$ cat config.mk
export PLATFORM = sky130hd
export DESIGN_NAME = zbus_demux_lock
export DESIGN_NICKNAME = d
export VERILOG_FILES = /design/src/rtl/zbus_pkg.sv /design/src/rtl/zbus_slot.sv /design/src/rtl/zbus_demux_lock.sv
export SDC_FILE = /design/constraint.sdc
export NUM_CORES = 1
export LEC_CHECK = 0
export ABC_AREA = 1
export CORE_ASPECT_RATIO = 0.5
export CORE_MARGIN = 2
export CORE_UTILIZATION = 23
export DETAILED_ROUTE_END_ITERATION = 10
export HOLD_SLACK_MARGIN = 0.1
export PLACE_DENSITY = 0.56
export SLEW_MARGIN = 20
export SYNTH_ARGS = -nofsm -noshare
export SYNTH_HDL_FRONTEND = slang
export SYNTH_SLANG_ARGS = --single-unit
$ cat constraint.sdc
create_clock -name clk -period 1.5 [get_ports clk]
set_input_delay 0.15 -clock clk [delete_from_list [all_inputs] [get_ports clk]]
set_output_delay 0.15 -clock clk [all_outputs]
set_load 0.005 [all_outputs]
$ cat src/rtl/zbus_pkg.sv
// Shared zbus constants: default bus geometry and lock-state encoding.
package zbus_pkg;

  localparam int unsigned DefaultBw = 8;
  localparam int unsigned DefaultBn = 4;

  typedef enum logic {
    StIdle   = 1'b0,
    StLocked = 1'b1
  } lock_state_e;

endpackage

$ cat src/rtl/zbus_slot.sv
// One-entry output register with valid/ready handshake; accepts a new word in the
// same cycle the held word drains, so a channel sustains one transfer per cycle.
module zbus_slot #(
  parameter int unsigned Width = 9
) (
  input  logic             clk_i,
  input  logic             rst_i,
  input  logic             in_vld_i,
  output logic             in_rdy_o,
  input  logic [Width-1:0] in_data_i,
  output logic             out_vld_o,
  input  logic             out_rdy_i,
  output logic [Width-1:0] out_data_o
);

  logic             vld_q;
  logic [Width-1:0] data_q;
  logic             drain;

  // Masked during reset so nothing is handed downstream in the reset cycle.
  assign out_vld_o  = vld_q & ~rst_i;
  assign drain      = out_vld_o & out_rdy_i;
  assign in_rdy_o   = ~vld_q | drain;
  assign out_data_o = out_vld_o ? data_q : '0;

  always_ff @(posedge clk_i) begin
    if (rst_i) begin
      vld_q  <= 1'b0;
      data_q <= '0;
    end else if (in_vld_i && in_rdy_o) begin
      vld_q  <= 1'b1;
      data_q <= in_data_i;
    end else if (drain) begin
      vld_q  <= 1'b0;
    end
  end

endmodule

$ cat src/rtl/zbus_demux_lock.sv
// zbus 1-to-BN demultiplexer with a sticky channel lock; out-of-range targets are
// acknowledged, dropped and flagged on err one cycle later.
module zbus_demux_lock
  import zbus_pkg::*;
#(
  parameter int unsigned BW  = DefaultBw,
  parameter int unsigned BN  = DefaultBn,
  parameter int unsigned BNL = $clog2(BN),
  parameter int unsigned REG = 1
) (
  input  logic            clk,
  input  logic            rst,
  input  logic            zi_vld,
  input  logic            zi_lck,
  input  logic [BW-1:0]   zi_bus,
  output logic            zi_ack,
  input  logic [BNL-1:0]  zi_sel,
  output logic [BN-1:0]   zo_vld,
  output logic [BN-1:0]   zo_lck,
  output logic [BW*BN-1:0] zo_bus,
  input  logic [BN-1:0]   zo_ack,
  output logic            lock_act,
  output logic [BNL-1:0]  lock_ch,
  output logic            err
);

  lock_state_e    state_q;
  logic [BNL-1:0] lock_ch_q;
  logic           err_q;
  logic [BNL-1:0] tgt;
  logic           tgt_ok;
  logic [BN-1:0]  ch_sel;
  logic           ch_rdy;
  logic           in_xfer;

  assign tgt    = (state_q == StLocked) ? lock_ch_q : zi_sel;
  assign tgt_ok = 32'(tgt) < BN;

  always_comb begin
    ch_sel = '0;
    for (int i = 0; i < int'(BN); i++) begin
      ch_sel[i] = tgt_ok && (tgt == BNL'(i));
    end
  end

  // Invalid targets are swallowed unconditionally so the source never stalls on them.
  assign zi_ack  = tgt_ok ? (zi_vld & ch_rdy) : 1'b1;
  assign in_xfer = zi_vld & zi_ack;

  always_ff @(posedge clk) begin
    if (rst) begin
      state_q   <= StIdle;
      lock_ch_q <= '0;
      err_q     <= 1'b0;
    end else begin
      err_q <= in_xfer & ~tgt_ok;
      unique case (state_q)
        StIdle: begin
          if (in_xfer && zi_lck) begin
            state_q   <= StLocked;
            lock_ch_q <= tgt;
          end
        end
        StLocked: begin
          if (in_xfer && !zi_lck) state_q <= StIdle;
        end
        default: state_q <= StIdle;
      endcase
    end
  end

  assign lock_act = (state_q == StLocked);
  assign lock_ch  = lock_ch_q;
  assign err      = err_q;

  if (REG != 0) begin : gen_reg
    logic [BN-1:0] slot_rdy;
    logic [BW:0]   slot_out [BN];

    for (genvar i = 0; i < int'(BN); i++) begin : gen_slot
      zbus_slot #(
        .Width(BW + 1)
      ) u_slot (
        .clk_i     (clk),
        .rst_i     (rst),
        .in_vld_i  (zi_vld & ch_sel[i]),
        .in_rdy_o  (slot_rdy[i]),
        .in_data_i ({zi_lck, zi_bus}),
        .out_vld_o (zo_vld[i]),
        .out_rdy_i (zo_ack[i]),
        .out_data_o(slot_out[i])
      );
      assign zo_lck[i]          = slot_out[i][BW];
      assign zo_bus[i*BW +: BW] = slot_out[i][BW-1:0];
    end

    assign ch_rdy = |(slot_rdy & ch_sel);
  end else begin : gen_comb
    always_comb begin
      zo_vld = '0;
      zo_lck = '0;
      zo_bus = '0;
      for (int i = 0; i < int'(BN); i++) begin
        if (ch_sel[i]) begin
          zo_vld[i]          = zi_vld;
          zo_lck[i]          = zi_lck;
          zo_bus[i*BW +: BW] = zi_bus;
        end
      end
    end

    assign ch_rdy = |(zo_ack & ch_sel);
  end

endmodule

# After elaboration in Yosys (flattened, before gate mapping)
# Index checks and enable logic that the tools add are counted.
# classes
n_eq_ne	3
muxes	16
bitwise_logic	25
n_reduce_logical	14
# op_table
operator	count
$mux 9	4
$and 1x1->1	14
$mux 1	10
$reduce_bool 2->1	4
$logic_and 1x1->1	6
$not 1->1	6
$and 4x4->4	1
$eq 2x2->1 const B	2
$or 1x1->1	4
$reduce_or 4->1	1
$eq 2x1->1 const B	1
$logic_not 2->1	1
$mux 2	1
$pmux 1 s2	1
$reduce_and 2->1	1
$logic_not 1->1	1
# word_totals
reg_bits	43
input_bits	18
out_inout_bits	45
elab_cells	68

# Longest topological paths before layout
# Gate-level depths: netlist of the first run.
# logic_depth
depth_word	11
ltp_mapped	12
ltp_nobuf	11

# Cells and area by module
# From an unflattened synthesis of the first run, not the netlist that was laid out.
# hier_totals
hier_cells	392
area_unflattened_um2	2557.5
# modules_own_cells
mod	instances	cells_each	area_per_inst_um2	seq_area_each_um2
zbus_slot	4	85	561.8	200.2
zbus_demux_lock	1	52	310.3	60.1

# Least setup slack after synthesis of the first run
# Ideal clock, no wire load.
# synth_timing
path_kind	register -> register
from	reg with a tool-made name
to	reg with a tool-made name
setup_time_ns	0.114
arrival_time_ns	1.087
t_required_ns	1.386
path_slack_ns	0.299
path_stages_with_launch	12
n_path_buf	0
synth_period_minus_slack_ns	1.201
cell_sequence	dfxtp_1 > inv_2 > nand2_1 > nand2_2 > nand3_1 > nand2_1 > inv_1 > nand2_2 > nand2_1 > inv_2 > nand2_1 > a21oi_2

==> results.json, run 1 <==
{
  "synth_top_cell_by_area": "dfxtp_1",
  "clk_path_buf_depth": 2,
  "p_leak_nw": 1.348,
  "cts_tree": "yes",
  "drive_above_1_share": 0.3648,
  "async_reset_ff_frac": 0,
  "synthTopCellsByCount": "nor2_1 (48), inv_1 (46), dfxtp_1 (43), a21oi_1 (40), o21ai_0 (36)",
  "synth.most_common_cell": "nor2_1",
  "design_power_total_w": 0.002855,
  "grt_util_all_layers": 0.1212,
  "hp-start": "zi_sel[0]",
  "final.period_utilization": 0.9997,
  "ys_warn_count": 0,
  "post-route-util": 0.3908,
  "core_area_um2": 8087,
  "final_cells": 493,
  "hold_viol": 0,
  "ant_nets": 0,
  "fin_skew_ns": 0.004621,
  "via_per_inst": 4.010,
  "cp_data_required_time_ns": 1.35,
  "top_usage_layer": "met2",
  "antenna_cells": 0,
  "grt_start_max_net_pins": 20,
  "synth.distinct_cells": 19,
  "die_w_um": 133.8,
  "grt_pass1_vias": 1837,
  "dp_hpwl_um": 3945,
  "grt_use_met3": 0.02778,
  "cts.sinks": 43,
  "synthesis.instances": 276,
  "place_inst": 465,
  "tns_ns": 0,
  "synthFlopType": "dfxtp_1",
  "outcome": "finished, final reports clean",
  "grt_pass1_wl_um": 8645,
  "startpoint_type": "flip-flop",
  "min_path_type": "input pin to flip-flop",
  "cap_violations": 0,
  "routabilityCongestion": 0.7795,
  "hold_buffers": 0,
  "rows": 23,
  "synth-edff-count": 0,
  "die_h_um": 68.91,
  "reg2regPathDepth": 9,
  "clk_pin_slew_ns": 0.06,
  "min_period_ns": 1.500,
  "gr-total-overflow": 0,
  "synthesis.nets": 294,
  "path_class": "flip-flop to primary output",
  "htree_levels": 2,
  "avgRoutedWirePerCell_um": 11.63,
  "synth_seq_cells": 43,
  "wirelength_um": 5734,
  "fin_nets": 398,
  "fmax_ghz": 0.6669,
  "powerDensity_nw_per_um2": 903.5,
  "synth-seq-area-share": 0.4442,
  "portBuffers": 61,
  "r2r_end": "gen_reg.gen_slot[2].u_slot.data_q[2]",
  "timing.hold.ws_ns": 0.1972,
  "synth_top_area_share": 0.4442,
  "finalSetupViolations": 0,
  "pin_count": 63,
  "cts_made_buffers": 5,
  "cp.arrival_ns": 1.35,
  "dr.pass1.iters": 4,
  "vias": 1977,
  "r2r_slack_ns": 0.02,
  "synth_area_um2": 1938,
  "rsz0062_at_grt": "yes",
  "root_buffer": "clkbuf_16",
  "detail_route.iter0.violations": 56,
  "drv_slew": 0,
  "clk-insertion-delay-late_ns": 0.28,
  "cp_max_fo": 7,
  "synthTopCellsByArea": "dfxtp_1 (44%), a21oi_1 (10%), o21ai_0 (9.3%)",
  "grt_use_met1": 0.1496,
  "whs_path_depth": 3,
  "worstHoldEndpoint": "lock_ch[0]",
  "ir_drop_uv": 496.6,
  "antenna_found_initial": 0,
  "postSynthAreaPerCell_um2": 7.022,
  "syn2layout_area_growth_pct": 63.07,
  "drc_errors": 0,
  "initial_core_util": 0.2397,
  "die_area_um2": 9222,
  "cp-end-kind": "primary output",
  "gr-usage-met2": 0.2179
}
-- flip-flops by register name (all words and copies together) (netlist names), named ones only --
name / count
lock_ch: 2
gen_reg.gen_slot.u_slot.data_q: 36
gen_reg.gen_slot.u_slot.vld_q: 4
-- placed cells by master, fill, tap and decap left out, types with 4 or more instances in the layout --
master	instances
nor2_1	37
o21ai_0	30
dfxtp_1	38
clkdlybuf4s50_1	18
nand2_2	11
dlygate4sd2_1	14
inv_1	44
nand2_1	17
clkbuf_2	16
a21oi_2	9
inv_2	8
dfxtp_2	4
nand3_2	4
buf_4	36
buf_2	8
a21oi_1	32
buf_6	11
o21ai_1	6
clkbuf_16	5
nor2_4	8
-- cells by family after synthesis --
family / share of synthesized area
AO/OA/AOI/OAI: 0.2008
buffers and inverters: 0.1724
flip-flops: 0.4442
other: 0.001935
AND/OR/NAND/NOR: 0.1808
-- through the flow --
stage | instance area, µm² | worst slack, ns
floorplan | 1938 | 0.2994
global placement | 2803 | -0.4674
detailed placement | 2803 | -0.4745
CTS | 3088 | -0.1571
global route | 3161 | -0.07770
finish | 3161 | 0.0004555
-- where the power goes --
part           internal [W]  switching, W  total [W]
logic              0.000254      0.000292   0.000546
registers           0.00123     0.0000307    0.00126
clock network      0.000614      0.000437    0.00105
-- worst max-delay path by stage --
stage	start	end	slack, ns
final	flip-flop	zi_ack	0.0005
after CTS	flip-flop	zi_ack	-0.16
after global routing	flip-flop	zi_ack	-0.08
after floorplan	flip-flop	flip-flop	0.30
after detailed placement	rst	zo_lck[1]	-0.47
after global placement	rst	zo_lck[1]	-0.47
-- critical path, stage by stage (launching register included) --
cell	delay [ns]
dfxtp_4	0.38
inv_6	0.08
nand2_2	0.06
nand2_2	0.09
nand3_2	0.09
nand2_1	0.08
inv_2	0.03
nand2_2	0.07
nand2_2	0.05
inv_2	0.06
buf_6	0.08
-- cell type report --
type	instances	area, µm²
clock buffer	6	128.9
clock inverter	2	12.51
fill	825	4926
inverter	58	241.5
multi-input combinational	161	878.3
sequential	43	869.6
tap	112	140.1
timing repair buffer	108	870.8
timing repair inverter	3	18.77
-- layer usage --
metal	wire (µm)	vias to the layer above
li1	-	1053
met1	2756	891
met2	2750	29
met3	165	4
met4	61	0
met5	0	-
-- repair_timing --
| item | 4_1_cts | 5_1_grt |
|---|---|---|
| resized for setup | 110 | 71 |
| cloned | 3 | 2 |
| setup endpoints to repair | 42 | 37 |
| pin swaps | 3 | 18 |
| buffers inserted | 12 | 4 |
Note: power is estimated with default switching activity, not from simulation.
==> inputs of run 2 (changes only) <==
==> constraint.sdc (replaced) <==
create_clock -name clk -period 1.5 [get_ports clk]
set_input_delay 0.225 -clock clk [delete_from_list [all_inputs] [get_ports clk]]
set_output_delay 0.225 -clock clk [all_outputs]
set_load 0.005 [all_outputs]
==> run 2 against run 1 <==
- the flow now finishes with violations (setup timing)
- register-to-register slack worse by 0.07 ns
- design area up 2.7%
- power up 13%
- global-route usage up 0.53 points
- critical path depth unchanged
- largest power group is now clock
==> results.json, run 2 (same netlist as run 1, synthesis figures left out) <==
{
  "final.setup.worst_slack_ns": -0.08449,
  "fmax_ghz": 0.6311,
  "cts_made_buffers": 5,
  "whs_path_depth": 4,
  "grt_start_max_net_pins": 30,
  "mostFrequentLayoutCell": "inv_1",
  "fin_skew_ns": 0.006745,
  "r2r_end": "gen_reg.gen_slot[2].u_slot.data_q[5]",
  "initial_core_util": 0.2397,
  "hp-start": "rst",
  "core_area_um2": 8087,
  "post-route-util": 0.4014,
  "finalSetupViolations": 4,
  "worstHoldEndpoint": "gen_reg.gen_slot[1].u_slot.vld_q",
  "via_per_inst": 4.139,
  "fill_cells": 843,
  "detail_route.iter0.violations": 106,
  "die_h_um": 68.91,
  "syn2layout_area_growth_pct": 67.46,
  "grt_util_all_layers": 0.1265,
  "drc_errors": 0,
  "powerDensity_nw_per_um2": 993.7,
  "pre_cts_ws_ns": -0.6354,
  "layout_common_cells": "inv_1 (42), a21oi_1 (37), buf_4 (37)",
  "cap_violations": 0,
  "clk_pin_slew_ns": 0.06,
  "ant_nets": 0,
  "ir_drop_uv": 395.6,
  "vias": 2053,
  "grt_pass1_vias": 1921,
  "clk_path_buf_depth": 2,
  "antenna_found_initial": 0,
  "portBuffers": 61,
  "clk-insertion-delay-late_ns": 0.28,
  "p_leak_nw": 1.398,
  "gr-total-overflow": 0,
  "die_w_um": 133.8,
  "dr.pass1.iters": 4,
  "drv_slew": 0,
  "pin_count": 63,
  "final.period_utilization": 1.056,
  "die_area_um2": 9222,
  "outcome": "finished, violations left",
  "cp_max_fo": 7,
  "cts_tree": "yes",
  "startpoint_type": "flip-flop",
  "rsz0062_at_grt": "yes",
  "path_class": "flip-flop to primary output",
  "drive_above_1_share": 0.4505,
  "routabilityCongestion": 0.7758,
  "dp_hpwl_um": 3892,
  "fin_nets": 401,
  "reg2regPathDepth": 11,
  "root_buffer": "clkbuf_16",
  "min_path_type": "input pin to flip-flop",
  "cts.sinks": 43,
  "largest_reg_flops": 36,
  "avgRoutedWirePerCell_um": 11.84,
  "cp.arrival_ns": 1.36,
  "min_period_ns": 1.584,
  "cp_data_required_time_ns": 1.27,
  "wirelength_um": 5875,
  "hold_buffers": 0,
  "hold_viol": 0,
  "top_register": "gen_reg.gen_slot.u_slot.data_q",
  "rows": 23,
  "cp-end-kind": "primary output",
  "htree_levels": 2,
  "r2r_slack_ns": -0.05,
  "violations": "setup timing",
  "antenna_cells": 0,
  "grt_pass1_wl_um": 9018
}
run 2: repair_timing:
item | in CTS | in global routing
resized for setup | 187 | 74
cloned | 4 | 1
setup buffers | 14 | 8
setup endpoints to repair | 51 | 42
pin swaps | 4 | 17
run 2: power breakdown:
group	switching (W)	internal, W	leakage (nW)
registers	0.0000315	0.00123	0.355
logic	0.000308	0.000267	0.952
clock network	0.000436	0.000955	0.0911
run 2: how the worst max path moves through the flow:
stage | from | to | slack, ns | depth (start not counted)
final | flip-flop | zi_ack | -0.08 | 10
after CTS | flip-flop | zi_ack | -0.22 | 10
after global placement | rst | zo_lck[1] | -0.63 | 7
after global routing | flip-flop | zi_ack | -0.15 | 10
after detailed placement | rst | zi_ack | -0.64 | 12
after floorplan | flip-flop | zi_ack | 0.29 | 9
run 2: cell type report:
class,instances,area (µm²),area share
clock inverter,2,60.06,0.01850
multi-input combinational,161,928.4,0.2860
sequential,43,872.1,0.2687
inverter,58,241.5,0.07440
tap,112,140.1,0.04318
clock buffer,6,128.9,0.03971
timing repair inverter,3,17.52,0.005397
timing repair buffer,111,857.1,0.2641
run 2: layer usage:
| metal | GRT usage | part of all wire | routed length, µm |
|---|---|---|---|
| met1 | 0.1539 | 0.47 | 2787 |
| met2 | 0.2231 | 0.47 | 2755 |
| met3 | 0.02705 | 0.035 | 207 |
| met4 | 0.05452 | 0.021 | 124 |
| met5 | 0 | 0 | 0 |
run 2: through the flow:
stage	hold WS (ns)	power (W)	instances	TNS, ns	area [µm²]
final	0.3729	0.003225	496	-0.1472	3246
after global routing	0.3936	0.003366	496	-1.016	3246
after CTS	0.3524	0.003173	490	-0.8163	3147
after detailed placement	0.4450	0.001730	464	-32.71	2795
after global placement	0.4403	0.001728	464	-31.49	2795
after floorplan	0.3599	0.001528	276	0	1938
run 2: critical path, stage by stage (launching register included):
cell	delay [ns]
dfxtp_4	0.38
inv_6	0.09
nand2_2	0.05
nand2_2	0.09
nand3_2	0.08
nand2_1	0.08
inv_2	0.03
nand2_2	0.07
nand2_2	0.06
inv_2	0.06
buf_6	0.08
